File: config.mk
export PLATFORM = sky130hd
export DESIGN_NAME = szg_dac_sample_sched
export DESIGN_NICKNAME = d
export VERILOG_FILES = /design/src/rtl/szg_dac_sample_sched.sv
export SDC_FILE = /design/constraint.sdc
export NUM_CORES = 1
export LEC_CHECK = 0
export CAP_MARGIN = 30
export CELL_PAD_IN_SITES_DETAIL_PLACEMENT = 2
export CELL_PAD_IN_SITES_GLOBAL_PLACEMENT = 2
export CORE_MARGIN = 2
export CORE_UTILIZATION = 25
export CTS_CLUSTER_DIAMETER = 40
export DETAILED_ROUTE_END_ITERATION = 10
export GPL_TIMING_DRIVEN = 0
export MAX_ROUTING_LAYER = met4
export PLACE_DENSITY_LB_ADDON = 0.1
export SLEW_MARGIN = 30
export SYNTH_ARGS = -nofsm -noshare
export SYNTH_HDL_FRONTEND = slang
export SYNTH_SLANG_ARGS = --single-unit
File: constraint.sdc
create_clock -name phy_clk -period 2.01 [get_ports phy_clk]
set_input_delay 0.201 -clock phy_clk [delete_from_list [all_inputs] [get_ports phy_clk]]
set_output_delay 0.201 -clock phy_clk [all_outputs]
set_load 0.01 [all_outputs]
File: src/rtl/szg_dac_sample_sched.sv
// ---------------------------------------------------------------------------
// szg_dac_sample_sched
//
// Schedules I/Q samples from two streaming sources onto a 12-bit DAC PHY.
// After the PHY PLL reports lock, the output holds mid-scale for
// SETTLE_CYCLES cycles and then streams samples from the granted source.
// Grant changes only between bursts. Losing lock while streaming parks
// the block in FAULT until enable is dropped.
//
// Ports
//   phy_clk, reset            sample clock, synchronous active-high reset
//   enable                    stream request (level)
//   pll_locked                PHY PLL lock, asynchronous to phy_clk
//   src_sel                   requested source, sampled at grant points
//   clr_cnt                   pulse, clears underflow_cnt
//   sN_valid/ready/last       per-source handshake (N = 0,1)
//   sN_data_i, sN_data_q      per-source 12-bit I/Q sample
//   dac_data_i, dac_data_q    registered samples to the DAC
//   dac_active                high in RUN
//   grant                     currently granted source
//   state                     IDLE=0, SETTLE=1, RUN=2, FAULT=3
//   fault                     high in FAULT
//   underflow_cnt             saturating count of RUN cycles with no sample
// ---------------------------------------------------------------------------
module szg_dac_sample_sched #(
    parameter int unsigned  SETTLE_CYCLES = 64,
    parameter logic [11:0]  MIDSCALE      = 12'h800
) (
    input  logic        phy_clk,
    input  logic        reset,
    input  logic        enable,
    input  logic        pll_locked,
    input  logic        src_sel,
    input  logic        clr_cnt,
    input  logic        s0_valid,
    output logic        s0_ready,
    input  logic        s0_last,
    input  logic [11:0] s0_data_i,
    input  logic [11:0] s0_data_q,
    input  logic        s1_valid,
    output logic        s1_ready,
    input  logic        s1_last,
    input  logic [11:0] s1_data_i,
    input  logic [11:0] s1_data_q,
    output logic [11:0] dac_data_i,
    output logic [11:0] dac_data_q,
    output logic        dac_active,
    output logic        grant,
    output logic [1:0]  state,
    output logic        fault,
    output logic [15:0] underflow_cnt
);

    typedef enum logic [1:0] {
        ST_IDLE   = 2'd0,
        ST_SETTLE = 2'd1,
        ST_RUN    = 2'd2,
        ST_FAULT  = 2'd3
    } state_t;

    localparam logic [15:0] SETTLE_LAST = 16'(SETTLE_CYCLES - 1);

    state_t      state_q;
    state_t      state_d;
    logic        locked_meta;
    logic        locked_s;
    logic [15:0] settle_cnt;

    logic        run;
    logic        sel_valid;
    logic        sel_last;
    logic [11:0] sel_i;
    logic [11:0] sel_q;
    logic        xfer;
    logic        underflow;

    // pll_locked comes from another clock domain; only locked_s is used.
    always_ff @(posedge phy_clk) begin
        if (reset) begin
            locked_meta <= 1'b0;
            locked_s    <= 1'b0;
        end else begin
            locked_meta <= pll_locked;
            locked_s    <= locked_meta;
        end
    end

    always_ff @(posedge phy_clk) begin
        if (reset) begin
            state_q <= ST_IDLE;
        end else begin
            state_q <= state_d;
        end
    end

    // Dropping enable always takes priority over a lock loss, so a
    // simultaneous drop of both goes quietly to IDLE instead of FAULT.
    always_comb begin
        state_d = state_q;
        case (state_q)
            ST_IDLE: begin
                if (enable && locked_s) begin
                    state_d = ST_SETTLE;
                end
            end
            ST_SETTLE: begin
                if (!enable || !locked_s) begin
                    state_d = ST_IDLE;
                end else if (settle_cnt == SETTLE_LAST) begin
                    state_d = ST_RUN;
                end
            end
            ST_RUN: begin
                if (!enable) begin
                    state_d = ST_IDLE;
                end else if (!locked_s) begin
                    state_d = ST_FAULT;
                end
            end
            ST_FAULT: begin
                if (!enable) begin
                    state_d = ST_IDLE;
                end
            end
            default: state_d = ST_IDLE;
        endcase
    end

    // Counts SETTLE cycles; it is zero on the first SETTLE cycle, so RUN
    // follows after exactly SETTLE_CYCLES cycles of SETTLE.
    always_ff @(posedge phy_clk) begin
        if (reset) begin
            settle_cnt <= 16'd0;
        end else if (state_q == ST_SETTLE && state_d == ST_SETTLE) begin
            settle_cnt <= settle_cnt + 16'd1;
        end else begin
            settle_cnt <= 16'd0;
        end
    end

    assign run       = (state_q == ST_RUN);
    assign s0_ready  = run && !grant;
    assign s1_ready  = run && grant;
    assign sel_valid = grant ? s1_valid  : s0_valid;
    assign sel_last  = grant ? s1_last   : s0_last;
    assign sel_i     = grant ? s1_data_i : s0_data_i;
    assign sel_q     = grant ? s1_data_q : s0_data_q;
    assign xfer      = run && sel_valid;
    assign underflow = run && !sel_valid;

    // An empty RUN cycle outputs mid-scale rather than repeating the last
    // sample, so a starved stream never leaves a DC step on the DAC.
    always_ff @(posedge phy_clk) begin
        if (reset) begin
            dac_data_i <= MIDSCALE;
            dac_data_q <= MIDSCALE;
        end else if (xfer) begin
            dac_data_i <= sel_i;
            dac_data_q <= sel_q;
        end else begin
            dac_data_i <= MIDSCALE;
            dac_data_q <= MIDSCALE;
        end
    end

    always_ff @(posedge phy_clk) begin
        if (reset || clr_cnt) begin
            underflow_cnt <= 16'd0;
        end else if (underflow && underflow_cnt != 16'hFFFF) begin
            underflow_cnt <= underflow_cnt + 16'd1;
        end
    end

    // While streaming, the grant is re-sampled only as a burst closes, so
    // bursts from the two sources never interleave.
    always_ff @(posedge phy_clk) begin
        if (reset) begin
            grant <= 1'b0;
        end else if (!run) begin
            grant <= src_sel;
        end else if (xfer && sel_last) begin
            grant <= src_sel;
        end
    end

    assign dac_active = run;
    assign fault      = (state_q == ST_FAULT);
    assign state      = state_q;

endmodule

# Word-level counts from Yosys, hierarchy flattened
# Cells that the tools add are included.
# Widths: inputs -> output; s select.
classes:
  addsub: 2
  n_mul: 0
  div_mod_pow: 0
  n_lt_le_gt_ge: 0
  eq_ne: 7
  shifts: 0
  muxes: 13
  n_bitwise: 2
  reduce_logical: 17
ops:
  columns: ["cell", "n"]
  rows:
  - ["$add 16x1->16 const B", 2]
  - ["$mux 12", 2]
  - ["$eq 16x6->1 const B", 1]
  - ["$ne 16x16->1 const B", 1]
  - ["$mux 2", 6]
  - ["$logic_and 1x1->1", 8]
  - ["$pmux 2 s4", 1]
  - ["$eq 2x1->1 const B", 2]
  - ["$eq 2x2->1 const B", 2]
  - ["$logic_not 1->1", 4]
  - ["$mux 1", 4]
  - ["$reduce_or 2->1", 2]
  - ["$logic_not 2->1", 1]
  - ["$logic_or 1x1->1", 2]
  - ["$ne 2x1->1 const B", 1]
  - ["$not 1->1", 2]
word_totals:
  regBits: 61
  latch_bits: 0
  mem_bits_rw: 0
  rom_bits: 0
  inputBits: 58
  out_inout_bits: 47
  word_cells: 49
  n_memories: 0

# Longest topological paths before layout
# Gate-level depths: netlist (run 1).
logic_depth:
  depth_word: 8
  depth_mapped: 6
  mapped_depth_nobuf: 6

# Least setup slack after synthesis (run 1)
# OpenSTA, ideal clock, no wires.
synth_timing:
  kind: "reg-to-reg"
  start: "register underflow_cnt[0]"
  end: "register underflow_cnt[8]"
  setup_ps: 70
  arrival_time_ps: 1537
  t_required_ps: 1940
  path_slack_ps: 404
  stages_incl_launch_ff: 6
  path_buffers: 1
  period_less_slack_ps: 1606
  path_cell_list: "dfxtp_1 ha_1 buf_2 nand3_2 or4_1 a21oi_1"
synth_between:
  elab_chain_len: 2
  elab_cells_between_ends: 3
  cone_classes: "add/sub: 1; eq/ne: 1; reduce/logical: 1"
synth_rtl:
  columns: ["element", "line", "source"]
  rows:
  - ["start, declared", "51", "output logic [15:0] underflow_cnt"]
  - ["start signal, assigned", "170", "underflow_cnt <= underflow_cnt + 16'd1;"]
  - ["branches (longest 2 deep; another with $add 16x1->16)", null, null]
# Several ways; the timed one is not identified.
# A chain may end at the register's enable or synchronous reset.

# Worst setup path after layout (run 1)
layout_timing:
  start: "register state_q[0], in the netlist state[0]"
  end: "output port dac_active"
layout_between:
  elab_chain_len: 1
layout_rtl:
  columns: ["element", "line", "source"]
  rows:
  - ["start, declared", "63", "state_t state_q;"]
  - ["start signal, assigned", "92", "state_q <= state_d;"]
  - ["$eq 2x2->1", "141", "assign run = (state_q == ST_RUN);"]
  - ["end, declared", "47", "output logic dac_active,"]
# Every way passes these cells.

==> run_results.csv, run 1 <==
group,metric,value,unit
sta,skew,0.00729,ns
logic_synthesis,synth-edff-count,0,
floorplan,die-width,107,um
logic_synthesis,yosys_register_bits,61,
layout,syn2layout_area_growth,53.4,%
sta,max_freq,541,MHz
sta,slew_viol_final,0,
run,maxCapViolCount,0,
sta,slew_headroom,0.548,
cts,cts_tree,"yes",
global_routing,grt_pass1_wl,12800,um
sta,period_minus_slack,1.85,ns
global_routing,grtUsageMet2,0.225,
global_routing,grt_pass1_vias,2561,
drt,via_per_inst,4.54,
logic_synthesis,synthArstFlopShare,0,
logic_synthesis,synth-main-ff-cell,"dfxtp_1",
drt,vias,2400,
sta,fin_crit_sh,0.919,
drt,first_pass_iters,3,
place,dp_hpwl,6100,um
global_routing,grt_overflow,0,
sta,worst_pin_slew,0.677,ns
floorplan,num_rows,37,
layout,nNetsFinal,448,
cts,max-clock-path-buffers,2,
layout,stdcell_area,4040,um2
layout,drive_gt1_frac,0.107,
power,p_total,2.51,mW
layout,diodes,0,
place,portBuffers,104,
sta,setup_viol,0,
logic_synthesis,synthCells,273,
power,leakagePower,1.43,nW
logic_synthesis,synthTopCellsByArea,"dfxtp_1 (46%), mux2i_1 (8.7%), nor2_1 (8.0%)",
drt,ant_nets,0,
floorplan,die_h,107,um
layout,fillers,1153,
global_routing,grt_use_met3,0.0766,
logic_synthesis,yosysTopAreaCell,"dfxtp_1",
floorplan,core,10300,um2
outcome,status,"completed",
global_routing,met1_usage,0.173,
cts,post_cts_buffers,0,
setup_path,path_class,"flip-flop to output pin",
global_routing,top_usage_layer,"met2",
floorplan,initial_utilization,0.256,
global_routing,antenna_found_initial,0,
layout,mostFrequentLayoutCell,"clkdlybuf4s50_1",
setup_path,cp-end-kind,"output pin",
power,powerDensity,620,nW/um2
logic_synthesis,syn_area_per_cell,9.65,um2
cts,cts_made_buffers,9,
sta,fin_setup_tns,0,ns
floorplan,ios,105,
logic_synthesis,yosysUniqueCellTypes,47,
layout,mostFrequentLayoutCells,"clkdlybuf4s50_1 (102), dfxtp_1 (60), nor2_1 (56), mux2i_1 (23), nand2_1 (16)",
logic_synthesis,synth_top_area_share,0.463,
floorplan,die-area,11400,um2
sta,finalHoldViolations,0,
layout,multi_input_area,1340,um2
power,ir_drop,0.235,mV
place,gp_congestion,0.711,
logic_synthesis,syn_area,2640,um2
drt,drc,0,
place,dpl_cell_area,3850,um2
drt,drt_iter0_drc,32,
logic_synthesis,syn-num-nets,333,
layout,regArea,1220,um2
setup_path,cp.required,1.81,ns
drt,avgRoutedWirePerCell,15.0,um
cts,clkLatencyLatePin,0.35,ns
sta,whs,0.411,ns
logic_synthesis,synth_warnings,0,
setup_path,crit_fanout,6,
setup_path,start_kind,"flip-flop",
drt,drt-total-wl,7940,um
layout,utilization,0.393,
place,dp_cells,513,
place,dpl_worst_slack,0.0179,ns
global_routing,grt_usage,0.152,
global_routing,grt_max_degree,11,
cts,clkTransAtPathRegs,0.07,ns
logic_synthesis,yosysSeqAreaShare,0.463,
setup_path,worstPathArrival,1.65,ns
sta,worst_slack,0.162,ns
cts,cts_root_buf,"clkbuf_8",
cts,cts-htree-levels,3,
hold_path,hold_path_class,"input port to flip-flop",
cts,cts_sinks,61,
sta,rsz0062_at_grt,"false",
layout,stdcell_count,529,
==> cell usage after synthesis (5+ instances only) <==
master / count
nor2_1: 56
xnor2_1: 15
xor2_1: 9
nand2_1: 16
dfxtp_1: 61
nand4_1: 5
buf_2: 5
mux2i_1: 23
and3_1: 7
nand3_1: 8
==> registers in the layout, summed over array words and instances (netlist names) <==
register and count:
grant 1, settle_cnt 16, underflow_cnt 16, state 2, dac_data_q 12, locked_s 1, dac_data_i 12, locked_meta 1
==> repair_timing <==
action	in CTS	in global routing
pin swaps	0	0
hold buffers	0	0
endpoints found under the setup margin	1	1
gates resized for setup	3	1
==> metal layers <==
metal  vias to the layer above  share of wire  routed length, um
met5                         -              0                  0
met1                      1136           0.44               3500
met3                        12           0.10                832
met4                         0          0.017                135
met2                        85           0.44               3470
li1                       1167              -                  -
==> cell families after synthesis <==
kind of cell    count (synthesis)  synth area share
xor+xnor                       24            0.0798
buf+inv                        13            0.0266
simple gates                  126             0.250
mux                            24            0.0959
fa+ha+maj                       2           0.00950
compound gates                 23            0.0750
flops                          61             0.463
==> cell type report <==
type	instances	share of cell area
timing repair buffer	104	0.258
inverter	2	0.00186
sequential	61	0.302
clock inverter	5	0.0124
multi-input combinational	199	0.332
clock buffer	11	0.0350
buffer	11	0.0161
tap	136	0.0421
==> worst paths after layout <==
path                    startpoint          endpoint  slack [ns]  cells after the start
setup / recovery          state[0]        dac_active        0.16                      3
hold / removal          pll_locked       locked_meta        0.41                      2
setup reg to reg  underflow_cnt[0]  underflow_cnt[8]        0.20                      5
hold reg to reg        locked_meta          locked_s        0.45                      1
==> worst max-delay path, cell delays in order (launching register included) <==
cell	delay, ns
dfxtp_1	0.35
nand2b_2	0.23
inv_2	0.14
clkdlybuf4s50_1	0.58
==> where the power goes <==
group	switching (mW)	leakage [nW]	internal (mW)
clock network	0.509	0.103	0.599
registers	0.00281	0.492	1.21
logic	0.0560	0.840	0.130
total	0.568	1.43	1.94
Power figures use the tool's default switching activity.
==> inputs of run 2 (changes only) <==
- CAP_MARGIN: 30 -> not set
==> results of run 2 <==
The final DEF is identical to that of run 1; final timing and power are the same.
